## src/rtl/vga_disp_pkg.sv

```systemverilog
// Shared definitions for the streaming VGA display engine: timing helpers,
// run-state encoding, per-pixel pipeline flags and colour expansion.
package vga_disp_pkg;

  localparam int CNT_W = 11;

  typedef enum logic [1:0] {
    ST_IDLE  = 2'd0,
    ST_RUN   = 2'd1,
    ST_DRAIN = 2'd2
  } run_state_t;

  // Flags that travel alongside a pixel from the timing position to the pins.
  typedef struct packed {
    logic hs;
    logic vs;
    logic active;
    logic win;
    logic lost;
    logic last;
  } pix_flags_t;

  function automatic int calc_total(input int active, input int fp,
                                    input int sync, input int bp);
    return active + fp + sync + bp;
  endfunction

  function automatic int sync_start(input int active, input int fp);
    return active + fp;
  endfunction

  function automatic int sync_end(input int active, input int fp, input int sync);
    return active + fp + sync;
  endfunction

  // MSB replication so that full-scale 565 maps to full-scale 888.
  function automatic logic [23:0] rgb565_to_888(input logic [15:0] pix);
    logic [4:0] r5;
    logic [5:0] g6;
    logic [4:0] b5;
    r5 = pix[15:11];
    g6 = pix[10:5];
    b5 = pix[4:0];
    return {r5, r5[4:2], g6, g6[5:4], b5, b5[4:2]};
  endfunction

endpackage

```

## src/rtl/vga_timing_gen.sv

```systemverilog
// Horizontal/vertical raster counters with raw (polarity-free) sync,
// active-region and frame event indications at stage 0.
module vga_timing_gen
  import vga_disp_pkg::*;
#(
  parameter int H_ACTIVE = 640,
  parameter int H_FP     = 16,
  parameter int H_SYNC   = 96,
  parameter int H_BP     = 48,
  parameter int V_ACTIVE = 480,
  parameter int V_FP     = 10,
  parameter int V_SYNC   = 2,
  parameter int V_BP     = 33
) (
  input  logic             clk,
  input  logic             rst,
  input  logic             run,
  output logic             hs_act,
  output logic             vs_act,
  output logic             active,
  output logic             frame_start,
  output logic             frame_end,
  output logic [CNT_W-1:0] h_pos,
  output logic [CNT_W-1:0] v_pos
);

  localparam int H_TOTAL = calc_total(H_ACTIVE, H_FP, H_SYNC, H_BP);
  localparam int V_TOTAL = calc_total(V_ACTIVE, V_FP, V_SYNC, V_BP);

  localparam logic [CNT_W-1:0] H_LAST   = CNT_W'(H_TOTAL - 1);
  localparam logic [CNT_W-1:0] V_LAST   = CNT_W'(V_TOTAL - 1);
  localparam logic [CNT_W-1:0] H_VIS    = CNT_W'(H_ACTIVE);
  localparam logic [CNT_W-1:0] V_VIS    = CNT_W'(V_ACTIVE);
  localparam logic [CNT_W-1:0] HS_FIRST = CNT_W'(sync_start(H_ACTIVE, H_FP));
  localparam logic [CNT_W-1:0] HS_STOP  = CNT_W'(sync_end(H_ACTIVE, H_FP, H_SYNC));
  localparam logic [CNT_W-1:0] VS_FIRST = CNT_W'(sync_start(V_ACTIVE, V_FP));
  localparam logic [CNT_W-1:0] VS_STOP  = CNT_W'(sync_end(V_ACTIVE, V_FP, V_SYNC));

  logic [CNT_W-1:0] h_cnt;
  logic [CNT_W-1:0] v_cnt;
  logic             h_wrap;
  logic             v_wrap;

  assign h_wrap = (h_cnt == H_LAST);
  assign v_wrap = (v_cnt == V_LAST);

  // Raster counters; held at the origin whenever the engine is idle.
  always_ff @(posedge clk) begin
    if (rst || !run) begin
      h_cnt <= '0;
      v_cnt <= '0;
    end else if (h_wrap) begin
      h_cnt <= '0;
      v_cnt <= v_wrap ? '0 : v_cnt + CNT_W'(1);
    end else begin
      h_cnt <= h_cnt + CNT_W'(1);
    end
  end

  assign hs_act      = run && (h_cnt >= HS_FIRST) && (h_cnt < HS_STOP);
  assign vs_act      = run && (v_cnt >= VS_FIRST) && (v_cnt < VS_STOP);
  assign active      = run && (h_cnt < H_VIS) && (v_cnt < V_VIS);
  assign frame_start = run && (h_cnt == '0) && (v_cnt == '0);
  assign frame_end   = run && h_wrap && v_wrap;
  assign h_pos       = h_cnt;
  assign v_pos       = v_cnt;

endmodule

```

## src/rtl/vga_stream_disp.sv

```systemverilog
// VGA display engine fed from a frame-buffer read FIFO. Stage 0 is the raster
// position; FIFO data returns RD_LAT clocks later and the pin register is
// stage RD_LAT+1, with all control flags delayed to match.
//
// state    | meaning
// ---------+--------------------------------------------------------------
// ST_IDLE  | counters parked at (0,0), no reads, pins at idle levels
// ST_RUN   | frames stream continuously while enable is high
// ST_DRAIN | enable dropped mid-frame; finish the frame, then go idle
module vga_stream_disp
  import vga_disp_pkg::*;
#(
  parameter int          H_ACTIVE   = 640,
  parameter int          H_FP       = 16,
  parameter int          H_SYNC     = 96,
  parameter int          H_BP       = 48,
  parameter int          V_ACTIVE   = 480,
  parameter int          V_FP       = 10,
  parameter int          V_SYNC     = 2,
  parameter int          V_BP       = 33,
  parameter logic        HS_POL     = 1'b0,
  parameter logic        VS_POL     = 1'b0,
  parameter int          PIX_FMT    = 0,
  parameter int          IN_W       = 16,
  parameter int          IMG_X      = 0,
  parameter int          IMG_Y      = 0,
  parameter int          IMG_W      = 640,
  parameter int          IMG_H      = 480,
  parameter int          RD_LAT     = 1,
  parameter logic [23:0] BORDER_RGB = 24'h000000,
  parameter logic [23:0] UNDER_RGB  = 24'hFF00FF
) (
  input  logic             clk,
  input  logic             rst,
  input  logic             enable,
  input  logic             clr_err,
  output logic             rd_req,
  input  logic [IN_W-1:0]  rd_q,
  input  logic             rd_empty,
  output logic             vga_hs,
  output logic             vga_vs,
  output logic             vga_blank,
  output logic             vga_sync,
  output logic [7:0]       vga_r,
  output logic [7:0]       vga_g,
  output logic [7:0]       vga_b,
  output logic [CNT_W-1:0] pos_x,
  output logic [CNT_W-1:0] pos_y,
  output logic             frame_start,
  output logic             vga_done,
  output logic             underflow
);

  localparam logic [CNT_W-1:0] WIN_X      = CNT_W'(IMG_X);
  localparam logic [CNT_W-1:0] WIN_Y      = CNT_W'(IMG_Y);
  localparam logic [CNT_W-1:0] WIN_W      = CNT_W'(IMG_W);
  localparam logic [CNT_W-1:0] WIN_H      = CNT_W'(IMG_H);
  localparam logic [CNT_W-1:0] WIN_X_LAST = CNT_W'(IMG_X + IMG_W - 1);
  localparam logic [CNT_W-1:0] WIN_Y_LAST = CNT_W'(IMG_Y + IMG_H - 1);

  run_state_t       state;
  run_state_t       state_nxt;
  logic             run;
  logic             hs_act;
  logic             vs_act;
  logic             active;
  logic             frame_end;
  logic [CNT_W-1:0] h_pos;
  logic [CNT_W-1:0] v_pos;
  logic [CNT_W-1:0] x_off;
  logic [CNT_W-1:0] y_off;
  logic             in_win;
  logic             lost;
  pix_flags_t       st0;
  pix_flags_t       pipe [RD_LAT];
  pix_flags_t       ps;
  logic [23:0]      pix_fmt;
  logic [23:0]      rgb;

  assign run = (state != ST_IDLE);

  vga_timing_gen #(
    .H_ACTIVE (H_ACTIVE),
    .H_FP     (H_FP),
    .H_SYNC   (H_SYNC),
    .H_BP     (H_BP),
    .V_ACTIVE (V_ACTIVE),
    .V_FP     (V_FP),
    .V_SYNC   (V_SYNC),
    .V_BP     (V_BP)
  ) u_timing (
    .clk         (clk),
    .rst         (rst),
    .run         (run),
    .hs_act      (hs_act),
    .vs_act      (vs_act),
    .active      (active),
    .frame_start (frame_start),
    .frame_end   (frame_end),
    .h_pos       (h_pos),
    .v_pos       (v_pos)
  );

  // Run-state register.
  always_ff @(posedge clk) begin
    if (rst) state <= ST_IDLE;
    else     state <= state_nxt;
  end

  // Run-state transitions; a frame always completes once started, and a
  // re-enable seen at the frame wrap continues straight into the next frame.
  always_comb begin
    state_nxt = state;
    case (state)
      ST_IDLE:  if (enable) state_nxt = ST_RUN;
      ST_RUN:   if (!enable) state_nxt = frame_end ? ST_IDLE : ST_DRAIN;
      ST_DRAIN: if (frame_end) state_nxt = enable ? ST_RUN : ST_IDLE;
      default:  state_nxt = ST_IDLE;
    endcase
  end

  // Modular offsets: a position left of/above the window wraps to a large
  // value, so one unsigned compare per axis covers both window edges.
  assign x_off  = h_pos - WIN_X;
  assign y_off  = v_pos - WIN_Y;
  assign in_win = active && (x_off < WIN_W) && (y_off < WIN_H);
  assign rd_req = in_win && !rd_empty;
  assign lost   = in_win && rd_empty;

  always_comb begin
    st0        = '0;
    st0.hs     = hs_act;
    st0.vs     = vs_act;
    st0.active = active;
    st0.win    = in_win;
    st0.lost   = lost;
    st0.last   = active && (h_pos == WIN_X_LAST) && (v_pos == WIN_Y_LAST);
  end

  // Flag delay line covering the FIFO read latency.
  always_ff @(posedge clk) begin
    if (rst) begin
      for (int i = 0; i < RD_LAT; i++) pipe[i] <= '0;
    end else begin
      pipe[0] <= st0;
      for (int i = 1; i < RD_LAT; i++) pipe[i] <= pipe[i-1];
    end
  end

  assign ps = pipe[RD_LAT-1];

  generate
    if (PIX_FMT == 1) begin : g_rgb888
      assign pix_fmt = rd_q[23:0];
    end else begin : g_rgb565
      assign pix_fmt = rgb565_to_888(rd_q[15:0]);
    end
  endgenerate

  // Output stage: sync polarity, blanking and colour selection.
  always_ff @(posedge clk) begin
    if (rst) begin
      vga_hs    <= ~HS_POL;
      vga_vs    <= ~VS_POL;
      vga_blank <= 1'b0;
      vga_done  <= 1'b0;
      rgb       <= '0;
    end else begin
      vga_hs    <= ps.hs ? HS_POL : ~HS_POL;
      vga_vs    <= ps.vs ? VS_POL : ~VS_POL;
      vga_blank <= ps.active;
      vga_done  <= ps.last;
      if (!ps.active)   rgb <= '0;
      else if (!ps.win) rgb <= BORDER_RGB;
      else if (ps.lost) rgb <= UNDER_RGB;
      else              rgb <= pix_fmt;
    end
  end

  // Sticky underflow; a new loss in the same clock as clr_err keeps it set.
  always_ff @(posedge clk) begin
    if (rst)          underflow <= 1'b0;
    else if (lost)    underflow <= 1'b1;
    else if (clr_err) underflow <= 1'b0;
  end

  assign vga_r    = rgb[23:16];
  assign vga_g    = rgb[15:8];
  assign vga_b    = rgb[7:0];
  assign vga_sync = 1'b0;
  assign pos_x    = h_pos;
  assign pos_y    = v_pos;

endmodule

```

## config.mk

```make
export PLATFORM = sky130hd
export DESIGN_NAME = vga_stream_disp
export DESIGN_NICKNAME = d
export VERILOG_FILES = /design/src/rtl/vga_disp_pkg.sv /design/src/rtl/vga_timing_gen.sv /design/src/rtl/vga_stream_disp.sv
export SDC_FILE = /design/constraint.sdc
export NUM_CORES = 1
export LEC_CHECK = 0
export CAP_MARGIN = 10
export CORE_MARGIN = 2
export CORE_UTILIZATION = 31
export CTS_CLUSTER_SIZE = 28
export DETAILED_ROUTE_END_ITERATION = 8
export GPL_TIMING_DRIVEN = 0
export SLEW_MARGIN = 15
export SYNTH_ARGS = -nofsm -noshare
export SYNTH_HDL_FRONTEND = slang
export SYNTH_HIERARCHICAL = 1
export SYNTH_SLANG_ARGS = --single-unit
```

## constraint.sdc

```tcl
create_clock -name clk -period 6.6 [get_ports clk]
set_input_delay 1.32 -clock clk [delete_from_list [all_inputs] [get_ports clk]]
set_output_delay 1.32 -clock clk [all_outputs]
set_load 0.02 [all_outputs]
```

==> out/qor.yml, run 1 <==
power.share.clock_pct: 35.2
clk_latency_ns: 0.31
synth_edf_count: 0
hold_class: "register to register"
finalClockSkew_ns: 0.005265
avgSynthCellArea_sq_um: 8.783
grt_max_degree: 17
clk_pin_slew_ns: 0.10
switching_power_uw: 127.9
syn_nets: 281
power.total_uw: 547.1
worstPathArrival_ns: 2.97
hold_violations: 0
final_area_sq_um: 3189
fin_crit_sh_pct: 65.02
yosys.area.top_type: "dfxtp_1"
grt_usage_pct: 14.12
drc: 0
tritoncts: "done"
dieHeight_um: 89
whs_ns: 0.3842
synth.top_cell.area_share_pct: 45.59
max_freq_mhz: 233.0
cpPeakStageDelay_ns: 0.66
tightest_slew_ns: 0.9412
numPortBuffers: 73
status: "finished clean"
power_frac_comb_pct: 7.5
numCtsBuffers: 5
cp.required_ns: 5.28
final-setup-viol-count: 0
worstSetupPathType: "register to output pin"
drt-vias-per-instance: 4.748
cap_violations: 0
ys_ff_latch: 51
first_iter_violations: 109
dp_hpwl_um: 4043
start_kind: "register"
synthTopCellsByArea: "dfxtp_1, nor2_1, buf_4"
grt_pass1_wl_um: 8700
path_cells: "or2_2 -> inv_1 -> or3_1 -> nor4b_1 -> or4b_4 -> nor3_1 -> clkdlybuf4s50_1"
io_pins: 75
route.detailed.wl_per_inst_um: 12.79
drtPass1Iterations: 4
rsz0062_at_grt: "no"
antenna_found_initial: 0
relSlewSlack_pct: 36.40
final_common_cell: "clkdlybuf4s50_1"
synthFlopType: "dfxtp_1"
ys_seq_area_share_pct: 45.59
die_x_um: 89
wirelength_um: 5524
cts_sinks: 51
drtAntennaViolNets: 0
setup-tns-final_ns: 0
vias: 2051
dpl_cell_area_sq_um: 3090
peakVddDrop_v: 0.00007070
cp_max_fo: 4
fp-row-count: 30
power.share.switching_pct: 23.38
power_density_nw_per_um2: 171.5
p_int_uw: 419.2
synthDistinctLibCells: 48
area_delta_synth_final_pct: 42.40
drive_above_1_share_pct: 8.036
slowest_stage: "clkdlybuf4s50_1"
setup_ws_ns: 2.309
diodes: 0
grt_pass1_vias: 1850
cts_max_level: 2
min_period_ns: 4.291
critPathCaptureType: "output pin"
syn_inst: 255
place_congestion: 0.7925
dp_slack_ns: 2.659
start_util_pct: 32.43
nets: 361
drv_slew: 0
syn_area_sq_um: 2240
clockBufferDepth: 2
async_reset_ff_share_pct: 0
final_cell_mix: "clkdlybuf4s50_1, dfxtp_1, nor2_1, nand2_1, a21oi_1"
cts-root-buf: "clkbuf_8"
seqPwrFrac_pct: 57.2
postCtsSetupBuffers: 0
core_sq_um: 6907
overflow: 0
ys.warnings.count: 6
p_leak_nw: 1.137
die-area_sq_um: 7921
cts_resized: 0
holdBufCountCts: 0
## final cells by class
type / count / area, sq um
plain buffers: 18 / 103.9
well taps: 96 / 120.1
multi-input cells: 176 / 1077
flip-flops and latches: 51 / 1021
clock buffers: 6 / 82.58
clock inverters: 2 / 16.27
repair buffers: 73 / 730.7
inverters: 10 / 37.54
fillers: 698 / 3717
## cells by family (layout without fill, tap and decap cells)
group           count (synthesis)  in the layout  synth area share, %
compound gates                 28             28                7.766
buf+inv                        28            109                6.313
mux                             1              1               0.4469
simple gates                  131            131                33.02
flops                          51             51                45.59
fa+ha+maj                       5              5                2.793
xor+xnor                       10             10                3.910
other cells                     1              1               0.1674
## layer usage
metal	track usage [%]	up-vias	share of wire [%]
met1	18.64	915	48
li1	-	1035	-
met5	0	-	0
met2	22.80	93	42
met4	4.478	0	1.1
met3	3.509	8	8.3
## worst paths after layout
| check | startpoint | endpoint | slack, ns | cells after the start |
|---|---|---|---|---|
| min reg2reg | pipe[0][5]$_SDFF_PP0_ | vga_hs$_SDFF_PP1_ | 0.38 | 1 |
| max reg2reg | u_timing/v_pos[0]$_SDFFE_PP0N_ | state[0]$_SDFFE_PP0P_ | 4.01 | 7 |
| max | state[1]$_SDFFE_PP0P_ | rd_req | 2.31 | 7 |
| min | pipe[0][5]$_SDFF_PP0_ | vga_hs$_SDFF_PP1_ | 0.38 | 1 |
## sequential cells by signal, summed over array words and instances, names as in the netlist
signal,flops
pipe,6
rgb,16
state,2
u_timing/h_pos,11
u_timing/v_pos,11
underflow,1
vga_blank,1
vga_done,1
vga_hs,1
vga_vs,1
## through the flow
stage / utilization (%) / std cells
after floorplan: - / 255
after global placement: 44.75 / 424
after detailed placement: 44.75 / 424
after CTS: 46.18 / 432
after global routing: 46.18 / 432
final: 46.18 / 432
## power groups by stage
| stage | clock, mW | combinational (mW) | sequential, mW |
|---|---|---|---|
| finish | 0.193 | 0.0413 | 0.313 |
| CTS | 0.203 | 0.0417 | 0.313 |
| global route | 0.215 | 0.0451 | 0.314 |
| detailed placement | 0 | 0.0414 | 0.320 |
| global placement | 0 | 0.0411 | 0.320 |
| floorplan | 0 | 0.0173 | 0.322 |
## worst max-delay path: cells and delay by family, from the launching register on
kind                   cells  cell delay, ns
and+or+nand+nor            5            1.57
buffers and inverters      2            0.73
DFF                        1            0.37
## cell usage after synthesis, drive strengths merged (2+ instances only)
cell type	n
dfxtp	51
nor3	10
ha	5
inv	10
and4	2
nor2b	5
nand3b	2
and2	9
nand2	14
nand4b	2
or4b	2
nand3	10
o22ai	2
nor4b	2
clkbuf	7
nand4	8
a21boi	2
a21oi	11
xnor2	6
buf	11
xor2	4
or3	3
nor4	4
and3	7
nand2b	4
o21ai	4
nor3b	2
nor2	40
o31ai	4
or4	3
No activity file was read; power rests on OpenSTA's default activity.
==> inputs of run 2 (changes only) <==
==> constraint.sdc (replaced) <==
create_clock -name clk -period 3.7 [get_ports clk]
set_input_delay 0.74 -clock clk [delete_from_list [all_inputs] [get_ports clk]]
set_output_delay 0.74 -clock clk [all_outputs]
set_load 0.02 [all_outputs]
==> out/qor.yml, run 2 (synthesis gave the netlist of run 1 again) <==
relSlewSlack_pct: 36.40
critPathCaptureType: "output pin"
first_iter_violations: 109
drtPass1Iterations: 4
start_kind: "register"
place_congestion: 0.7925
dp_slack_ns: 0.3456
rsz0062_at_grt: "no"
stdcell_count: 432
cp_max_fo: 4
drive_above_1_share_pct: 8.036
final_area_sq_um: 3188
area_delta_synth_final_pct: 42.35
status: "finished clean"
hold_violations: 0
peakVddDrop_v: 0.0001261
worstPathArrival_ns: 2.68
numCtsBuffers: 5
final_common_cell: "clkdlybuf4s50_1"
fin_crit_sh_pct: 92.53
drc: 0
clk_pin_slew_ns: 0.10
cts_max_level: 2
core_sq_um: 6907
worstSetupPathType: "register to output pin"
fillers: 698
tritoncts: "done"
whs_ns: 0.3842
die_x_um: 89
postCtsSetupBuffers: 0
slowest_stage: "or4b_4"
tightest_slew_ns: 0.9412
die-area_sq_um: 7921
vias: 2051
overflow: 0
power_density_nw_per_um2: 305.9
drt-vias-per-instance: 4.748
dpl_cell_area_sq_um: 3090
cpPeakStageDelay_ns: 0.54
io_pins: 75
final-setup-viol-count: 0
drv_slew: 0
dp_hpwl_um: 4043
drtAntennaViolNets: 0
top_register: "rgb"
start_util_pct: 32.43
cts-root-buf: "clkbuf_8"
dieHeight_um: 89
fp-row-count: 30
power.total_uw: 975.4
grt_pass1_vias: 1850
place_inst: 424
p_leak_nw: 1.141
cts_sinks: 51
grt_pass1_wl_um: 8700
grt_max_degree: 17
clockBufferDepth: 2
max_freq_mhz: 292.1
hold_class: "register to register"
final_cell_mix: "clkdlybuf4s50_1, dfxtp_1, nor2_1, nand2_1, a21oi_1"
largest_reg_flops: 16
cap_violations: 0
wirelength_um: 5525
setup_ws_ns: 0.2763
min_period_ns: 3.424
nets: 361
numPortBuffers: 73
cp.required_ns: 2.96
route.detailed.wl_per_inst_um: 12.79
final_core_util_pct: 46.16
diodes: 0
finalClockSkew_ns: 0.005265
setup-tns-final_ns: 0
path_cells: "or2_2 -> inv_1 -> or3_1 -> nor4b_1 -> or4b_4 -> nor3_1 -> dlygate4sd2_1"
grt_usage_pct: 14.12
antenna_found_initial: 0
clk_latency_ns: 0.31
run 2: cell count changes in the layout (fill, tap and decap cells not counted), sizes merged:
cell	delta
clkdlybuf4s50	-1
dlygate4sd2	+1
run 2: timing repair:
item | in CTS | in global routing
resized for setup | 1 | 0
endpoints found under the setup margin | 1 | 0
hold buffers | 0 | 0
run 2: final timing paths:
| check | startpoint | end | slack [ns] | depth (start not counted) |
|---|---|---|---|---|
| setup / recovery | state[1]$_SDFFE_PP0P_ | rd_req | 0.28 | 7 |
| hold / removal | pipe[0][5]$_SDFF_PP0_ | vga_hs$_SDFF_PP1_ | 0.38 | 1 |
| setup reg to reg | u_timing/v_pos[0]$_SDFFE_PP0N_ | state[0]$_SDFFE_PP0P_ | 1.11 | 7 |
| hold reg to reg | pipe[0][5]$_SDFF_PP0_ | vga_hs$_SDFF_PP1_ | 0.38 | 1 |
run 2: final cells by class:
class                   instances  area [sq um]  area share, %
plain buffers                  18         103.9          3.257
clock buffers                   6         82.58          2.590
clock inverters                 2         16.27         0.5102
inverters                      10         37.54          1.177
multi-input cells             176          1077          33.79
flip-flops and latches         51          1021          32.03
well taps                      96         120.1          3.768
repair buffers                 73         729.5          22.88
run 2: metal layers:
metal	part of all wire, %	track usage (%)	wire length (um)
met1	48	18.64	2655
met2	42	22.80	2344
met3	8.3	3.509	461
met4	1.1	4.478	63
met5	0	0	0
run 2: critical path, delay by kind of cell (launching register included):
family	cells	cell delay, ns
buffers and inverters	2	0.45
flip-flops	1	0.37
AND/OR/NAND/NOR	5	1.56
run 2: report_power, final:
group | total [mW] | internal, mW | leakage [nW] | switching [mW]
Combinational | 0.0731 | 0.0399 | 0.681 | 0.0332
Clock | 0.344 | 0.153 | 0.0474 | 0.191
Sequential | 0.558 | 0.554 | 0.412 | 0.00411
Total | 0.975 | 0.747 | 1.14 | 0.228
